### src/rtl/pa_encoder.sv
// pa_encoder: splits 4-bit register addresses into set_pa / lower fields
// behind an in-order FIFO. Optional macro: ROE_PA_ALWAYS_SET_EN.
module pa_encoder #(
    parameter int DEPTH = 4,
    parameter int PW    = 5
) (
    input  logic          clk,
    input  logic          reset,
    input  logic          in_valid,
    output logic          in_ready,
    input  logic [3:0]    in_addr,
    input  logic [PW-1:0] in_payload,
    input  logic          pa_invalidate,
    output logic          out_valid,
    input  logic          out_ready,
    output logic [2:0]    out_set_pa,
    output logic [1:0]    out_lower_reg_addr,
    output logic [PW-1:0] out_payload,
    output logic [7:0]    pa_set_count
);

    localparam int AW = $clog2(DEPTH);
    localparam int EW = 5 + PW;
    localparam logic [AW:0] FULL = (AW+1)'(DEPTH);

    logic [EW-1:0] mem_q [DEPTH];
    logic [EW-1:0] mem_d [DEPTH];
    logic [AW-1:0] wr_ptr_q, wr_ptr_d;
    logic [AW-1:0] rd_ptr_q, rd_ptr_d;
    logic [AW:0]   count_q, count_d;
    logic [1:0]    shadow_pa_q, shadow_pa_d;
    logic          shadow_ok_q, shadow_ok_d;
    logic [7:0]    set_cnt_q, set_cnt_d;

    logic          push;
    logic          pop;
    logic          need;
    logic [EW-1:0] entry;
    logic [EW-1:0] head;

    assign in_ready  = (count_q != FULL);
    assign out_valid = (count_q != '0);
    assign push      = in_valid && in_ready;
    assign pop       = out_valid && out_ready;

    // Decide whether this beat must rewrite the decoder's play area
    always_comb begin
`ifdef ROE_PA_ALWAYS_SET_EN
        need = 1'b1;
`else
        need = !shadow_ok_q || pa_invalidate
             || (in_addr[3:2] != shadow_pa_q);
`endif
    end

    // Entry layout {need, pa, lower, payload} == {set_pa, lower, payload}
    assign entry = {need, in_addr, in_payload};

    assign head               = mem_q[rd_ptr_q];
    assign out_set_pa         = head[EW-1 -: 3];
    assign out_lower_reg_addr = head[PW+1:PW];
    assign out_payload        = head[PW-1:0];
    assign pa_set_count       = set_cnt_q;

    // Next-state: FIFO push/pop, shadow tracking, saturating counter
    always_comb begin
        mem_d       = mem_q;
        wr_ptr_d    = wr_ptr_q;
        rd_ptr_d    = rd_ptr_q;
        count_d     = count_q;
        shadow_pa_d = shadow_pa_q;
        shadow_ok_d = shadow_ok_q;
        set_cnt_d   = set_cnt_q;

        if (push) begin
            mem_d[wr_ptr_q] = entry;
            wr_ptr_d        = wr_ptr_q + 1'b1;
            shadow_pa_d     = in_addr[3:2];
            shadow_ok_d     = 1'b1;
            if (need && set_cnt_q != 8'hFF) begin
                set_cnt_d = set_cnt_q + 8'd1;
            end
        end else if (pa_invalidate) begin
            shadow_ok_d = 1'b0;
        end

        if (pop) begin
            rd_ptr_d = rd_ptr_q + 1'b1;
        end

        case ({push, pop})
            2'b10:   count_d = count_q + 1'b1;
            2'b01:   count_d = count_q - 1'b1;
            default: count_d = count_q;
        endcase
    end

    // State registers; reset also clears storage so head fields read 0
    always_ff @(posedge clk or posedge reset) begin
        if (reset) begin
            for (int i = 0; i < DEPTH; i++) begin
                mem_q[i] <= '0;
            end
            wr_ptr_q    <= '0;
            rd_ptr_q    <= '0;
            count_q     <= '0;
            shadow_pa_q <= 2'b00;
            shadow_ok_q <= 1'b1;
            set_cnt_q   <= 8'd0;
        end else begin
            mem_q       <= mem_d;
            wr_ptr_q    <= wr_ptr_d;
            rd_ptr_q    <= rd_ptr_d;
            count_q     <= count_d;
            shadow_pa_q <= shadow_pa_d;
            shadow_ok_q <= shadow_ok_d;
            set_cnt_q   <= set_cnt_d;
        end
    end

endmodule
### config.mk
export PLATFORM = sky130hd
export DESIGN_NAME = pa_encoder
export DESIGN_NICKNAME = d
export VERILOG_FILES = /design/src/rtl/pa_encoder.sv
export SDC_FILE = /design/constraint.sdc
export NUM_CORES = 1
export LEC_CHECK = 0
export CORE_UTILIZATION = 55
export DETAILED_ROUTE_END_ITERATION = 6
export GPL_TIMING_DRIVEN = 0
export HOLD_SLACK_MARGIN = 0.02
export PLACE_DENSITY = 0.85
export RECOVER_POWER = 50
export SLEW_MARGIN = 20
export SYNTH_ARGS = -nofsm -noshare
export SYNTH_HDL_FRONTEND = slang
export SYNTH_SLANG_ARGS = --single-unit
### constraint.sdc
create_clock -name clk -period 2.88 [get_ports clk]
set_input_delay 0.576 -clock clk [delete_from_list [all_inputs] [get_ports clk]]
set_output_delay 0.576 -clock clk [all_outputs]
set_load 0.005 [all_outputs]
==> metrics.md <==
| Metric | Value |
|---|---|
| Crit Path Class | `reg -> out` |
| Total Routed Length | `5208 um` |
| Core Region | `4755 um^2` |
| Wire per inst | `17.71 um` |
| CTS clock-pin slew for the worst setup and hold paths | `0.06 ns` |
| GP Congestion | `0.7807` |
| Lkg Pwr | `1.382 nW` |
| Post-synth top area share | `52.34%` |
| Synth Net Count | `198` |
| Hold Slack | `0.4895 ns` |
| Cell variety after synth | `32` |
| Final Max Tran Viols | `0` |
| Slew @ Worst Pin | `0.9325 ns` |
| Layout area overhead | `20.25%` |
| CP max stage cell | `mux4_2` |
| Largest net degree at the start of global routing | `39` |
| CTS tree | `yes` |
| Final setup vio count | `0` |
| Max Cap Viol | `0` |
| Worst R2R End | `count_q[2]` |
| Synth area leader | `dfrtp_1` |
| Iter 0 DRT Violations | `76` |
| First-pass GRT wire length | `8493 um` |
| CTS Root Cell | `clkbuf_8` |
| Hold wc startpoint | `mem_q[13]` |
| Worst hold-check path type | `reg -> reg` |
| Largest stage delay on the critical path | `0.57 ns` |
| Share of layout cells above drive strength 1 | `31.28%` |
| DIE WIDTH | `72.39 um` |
| Post-CTS setup buffer count | `0` |
| Mapped cell area | `2725 um^2` |
| N_diodes | `0` |
| CP cell instances | `buf_2, mux4_2, clkdlybuf4s50_1` |
| Avg Synthesized Cell Area | `15.40 um^2` |
| Post-synthesis cell count | `177` |
| Cts bufs inserted | `9` |
| Tmin final | `2.730 ns` |
| Antenna violations before repair | `0` |
| DRC viols | `0` |
| Worst hold path cell count | `1` |
| ANT nets after route | `0` |
| Htree depth | `3` |
| Total gr overflow | `0` |
| CTS Hold Buffers Added | `0` |
| Num rows | `25` |
| Arrival @ worst endpoint | `2.15 ns` |
| PD cells | `1161 nW/um^2` |
| Vias per cell | `5.418` |
| CP Capture Type | `output pin` |
| Vias in the first global route | `1,778` |
| Worst slew margin | `37.83%` |
| Reg2reg start | `count_q[0]` |
| Crit Path Max Fanout | `10` |
| EDFF count, synth | `0` |
| Reg2Reg Depth | `10` |
| Max Freq | `0.3664 GHz` |
| Async S/R FF share, synth | `100.0%` |
| Port Buf Inserts | `33` |
| Die area | `5240 um^2` |
| Clk Latency, worst-skew pair | `0.35 ns` |
| Yosys warnings | `0` |
| Die height | `72.39 um` |
| Worst Path Required | `2.30 ns` |
| Final worst setup slack | `0.1504 ns` |
| Top Ports | `34` |
| Via count | `1,593` |
| Synth Register Bits | `58` |
| Setup slack, reg-to-reg | `0.29 ns` |
| Status | `finished, final reports clean` |
| DP HPWL | `3623 um` |
| Period utilization | `94.78%` |
| Clock tree buffer depth | `2` |
| Predominant post-synthesis flop cell | `dfrtp_1` |
| Placement Cell Area | `3159 um^2` |
| Final instance area | `3277 um^2` |
| Worst Clk Skew | `0.008317 ns` |
| CTS-repair resized insts | `0` |
| Final net count | `243` |
| Starting Density | `57.32%` |
| First-pass iteration count of the detailed router | `4` |
| Commonest non-fill, non-tap cell in the layout | `dfrtp_1` |
| Seq/Total Area, Yosys | `53.31%` |
| Worst hold endpoint | `mem_q[13]` |
| Type of origin of the critical path | `flop` |
| Final Hold Violating Endpoints | `0` |
| RSZ-0062 raised after global routing | `no` |
| Max VDD drop | `0.5252 mV` |
| TNS Setup | `0 ns` |
| Synth top area cells | `dfrtp_1, mux2_2, mux4_2` |
| Sinks on Clock Net | `58` |
| Most frequent cells in the layout | `dfrtp_1, mux2_2, clkdlybuf4s50_1` |
| GR Util All Layers | `22.93%` |
| Pre-CTS WS | `0.2857 ns` |
==> synth_stat cells (2+ instances only) <==
cell	number
mux2_1	6
nor2_1	3
nand2_8	4
or3_1	2
nor3_1	3
mux4_2	10
inv_1	6
ha_1	6
dfrtp_1	57
mux2_2	37
nand3_1	3
nand2_1	6
xor2_1	12
o21ai_0	2
xnor2_1	3
==> state kept, by name, summed over array words and instances (netlist names) <==
register and flops:
rd_ptr_q 2, pa_set_count 8, mem_q 40, count_q 3, wr_ptr_q 2, shadow_pa_q 2
shadow_ok_q 1
==> worst max path at each step <==
| stage | startpoint | to | cells after the start |
|---|---|---|---|
| final | rd_ptr_q[0] | out_set_pa[0] | 3 |
| after global routing | rd_ptr_q[0] | out_set_pa[0] | 3 |
| after detailed placement | in_valid | count_q[2] | 10 |
| after CTS | rd_ptr_q[0] | out_set_pa[0] | 3 |
| after floorplan | count_q[0] | count_q[2] | 10 |
| after global placement | reset | mem_q[13] | 2 |
==> worst max-delay path: cells and delay by family (launching register included) <==
kind | cells | cell delay [ns]
buffers and inverters | 2 | 0.84
muxes | 1 | 0.57
DFF | 1 | 0.41
==> final cells by class <==
type | instances | area [um^2]
fillers | 320 | 1478
clock inverters | 5 | 55.05
clock buffers | 11 | 131.4
inverters | 7 | 26.28
repair buffers | 34 | 335.3
well taps | 67 | 83.83
plain buffers | 3 | 28.78
flip-flops and latches | 58 | 1453
multi-input cells | 109 | 1164
==> per-layer routing <==
metal	vias to the layer above	wire [um]	track usage (%)	part of all wire [%]
met1	826	2217	27.88	43
li1	726	-	-	-
met4	0	146	15.25	2.8
met3	12	125	5.000	2.4
met5	-	0	0	0
met2	29	2719	36.97	52
==> metrics by stage <==
stage,instances,util [%],total power [mW]
finish,294,68.92,3.805
global route,294,68.92,4.023
global placement,277,66.03,3.025
floorplan,177,-,2.495
detailed placement,278,66.45,3.180
CTS,294,70.37,3.903
==> power breakdown <==
group	total (mW)	internal (mW)	switching, mW
combinational	1.60	0.994	0.611
clock	0.726	0.396	0.329
sequential	1.47	1.22	0.258
total	3.80	2.61	1.20
==> kinds of logic after synthesis <==
| family | Yosys count | synth area share (%) |
|---|---|---|
| AO/OA/AOI/OAI | 3 | 1.332 |
| multiplexers | 54 | 26.40 |
| flip-flops | 58 | 53.31 |
| XOR/XNOR | 15 | 4.821 |
| AND/OR/NAND/NOR | 30 | 8.632 |
| adder cells (fa/ha/maj) | 7 | 3.489 |
| buffers and inverters | 10 | 2.020 |
Note: power is estimated with default switching activity, not from simulation.
==> edit: new RTL, config.mk and constraints unchanged <==
Build with the macro `ROE_PA_ALWAYS_SET_EN` defined.
--- a/src/rtl/pa_encoder.sv
+++ b/src/rtl/pa_encoder.sv
@@ -1,4 +1,6 @@
 // pa_encoder: splits 4-bit register addresses into set_pa / lower fields
 // behind an in-order FIFO. Optional macro: ROE_PA_ALWAYS_SET_EN.
+`define ROE_PA_ALWAYS_SET_EN
+
 module pa_encoder #(
     parameter int DEPTH = 4,
Check against the original RTL: not equivalent (a bounded check fails within 4 cycles, from zero or initial values and one cycle with reset high).
==> edit against the original RTL <==
- die area is 2.4% lower
- via count down 5.0%
- routed wire length is 5.8% lower
- final area decreased by 4.8%
- synthesized area shrank 2.5%
- combinational power is 4% higher
- utilization is 0.33 points higher
- sequential share of layout area is 0.21 points lower
- register-to-register slack better by 0.39 ns
- sequential cell count is 3 lower
- power is 5.1% lower
- setup slack improved by 0.055 ns
- critical path type unchanged
- largest power group unchanged
==> edit: results (changes against the original RTL) <==
stage	metric	value	unit	change
run_status	outcome	completed		unchanged
routing	met2 wire len	2471	um	was 2719 um
synth	Synth top cells by count	dfrtp_1, mux2_4, mux2_2		was dfrtp_1, mux2_2, xor2_1
worst_setup_path	crit path to	out_payload[2]		was out_set_pa[0]
worst_setup_path	Worst Path Arrival	2.10	ns	was 2.15 ns
global_route	first-pass GRT wire length	8390	um	was 8493 um
synth	Mapped Nets	192		was 198
clock_network	Reg clk slew, reported paths	0.09	ns	was 0.06 ns
timing	Fin Hold WS	0.4742	ns	was 0.4895 ns
placed_design	DP HPWL	3386	um	was 3623 um
global_route	gr usage total	22.22	%	was 22.93%
global_route	met1 Resource Use GR	28.89	%	was 27.88%
routing	vias per inst	5.735		was 5.418
global_route	met2 usage	37.25	%	was 36.97%
routing	WL met3	193	um	was 125 um
global_route	largest net degree at the start of global routing	29		was 39
clock_network	CTS H-tree depth	2		was 3
synth	sequential element share of the synthesized area	51.79	%	was 53.31%
placed_design	pre-CTS setup slack	0.3430	ns	was 0.2857 ns
power_and_ir_drop	sw frac	30.19	%	was 31.47%
timing	Fmax	373.9	MHz	was 366.4 MHz
power_and_ir_drop	leakage	1.415	nW	was 1.382 nW
timing	skew final	0.007708	ns	was 0.008317 ns
finish	NumNets Final	232		was 243
finish	layout cells sized above 1	29.25	%	was 31.28%
min_path	hold path start	mem_q[9]		was mem_q[13]
power_and_ir_drop	Worst VDD drop	0.6040	mV	was 0.5252 mV
[edit: power by group through the flow]
stage                     logic [W]  registers (W)  clock network, W
after floorplan             0.00117        0.00134                 0
after global placement      0.00167        0.00137                 0
after detailed placement    0.00173        0.00142                 0
after CTS                   0.00174        0.00141          0.000540
after global routing        0.00182        0.00146          0.000571
final                       0.00167        0.00141          0.000525
[edit: kinds of logic after synthesis]
kind of cell | synth area share (%)
AO/OA/AOI/OAI | 2.213
flip-flops | 51.79
buffers and inverters | 2.260
multiplexers | 28.77
adder cells (fa/ha/maj) | 3.578
AND/OR/NAND/NOR | 9.087
XOR/XNOR | 2.307
[edit: layout make-up]
cell class                      count  area share, %
Sequential cell                    55          44.12
Multi-Input combinational cell    105          37.67
Timing Repair Buffer               33          10.43
Clock buffer                        6          2.647
Tap cell                           52          2.086
Clock inverter                      2          1.123
Buffer                              3         0.9627
Inverter                            8         0.9627
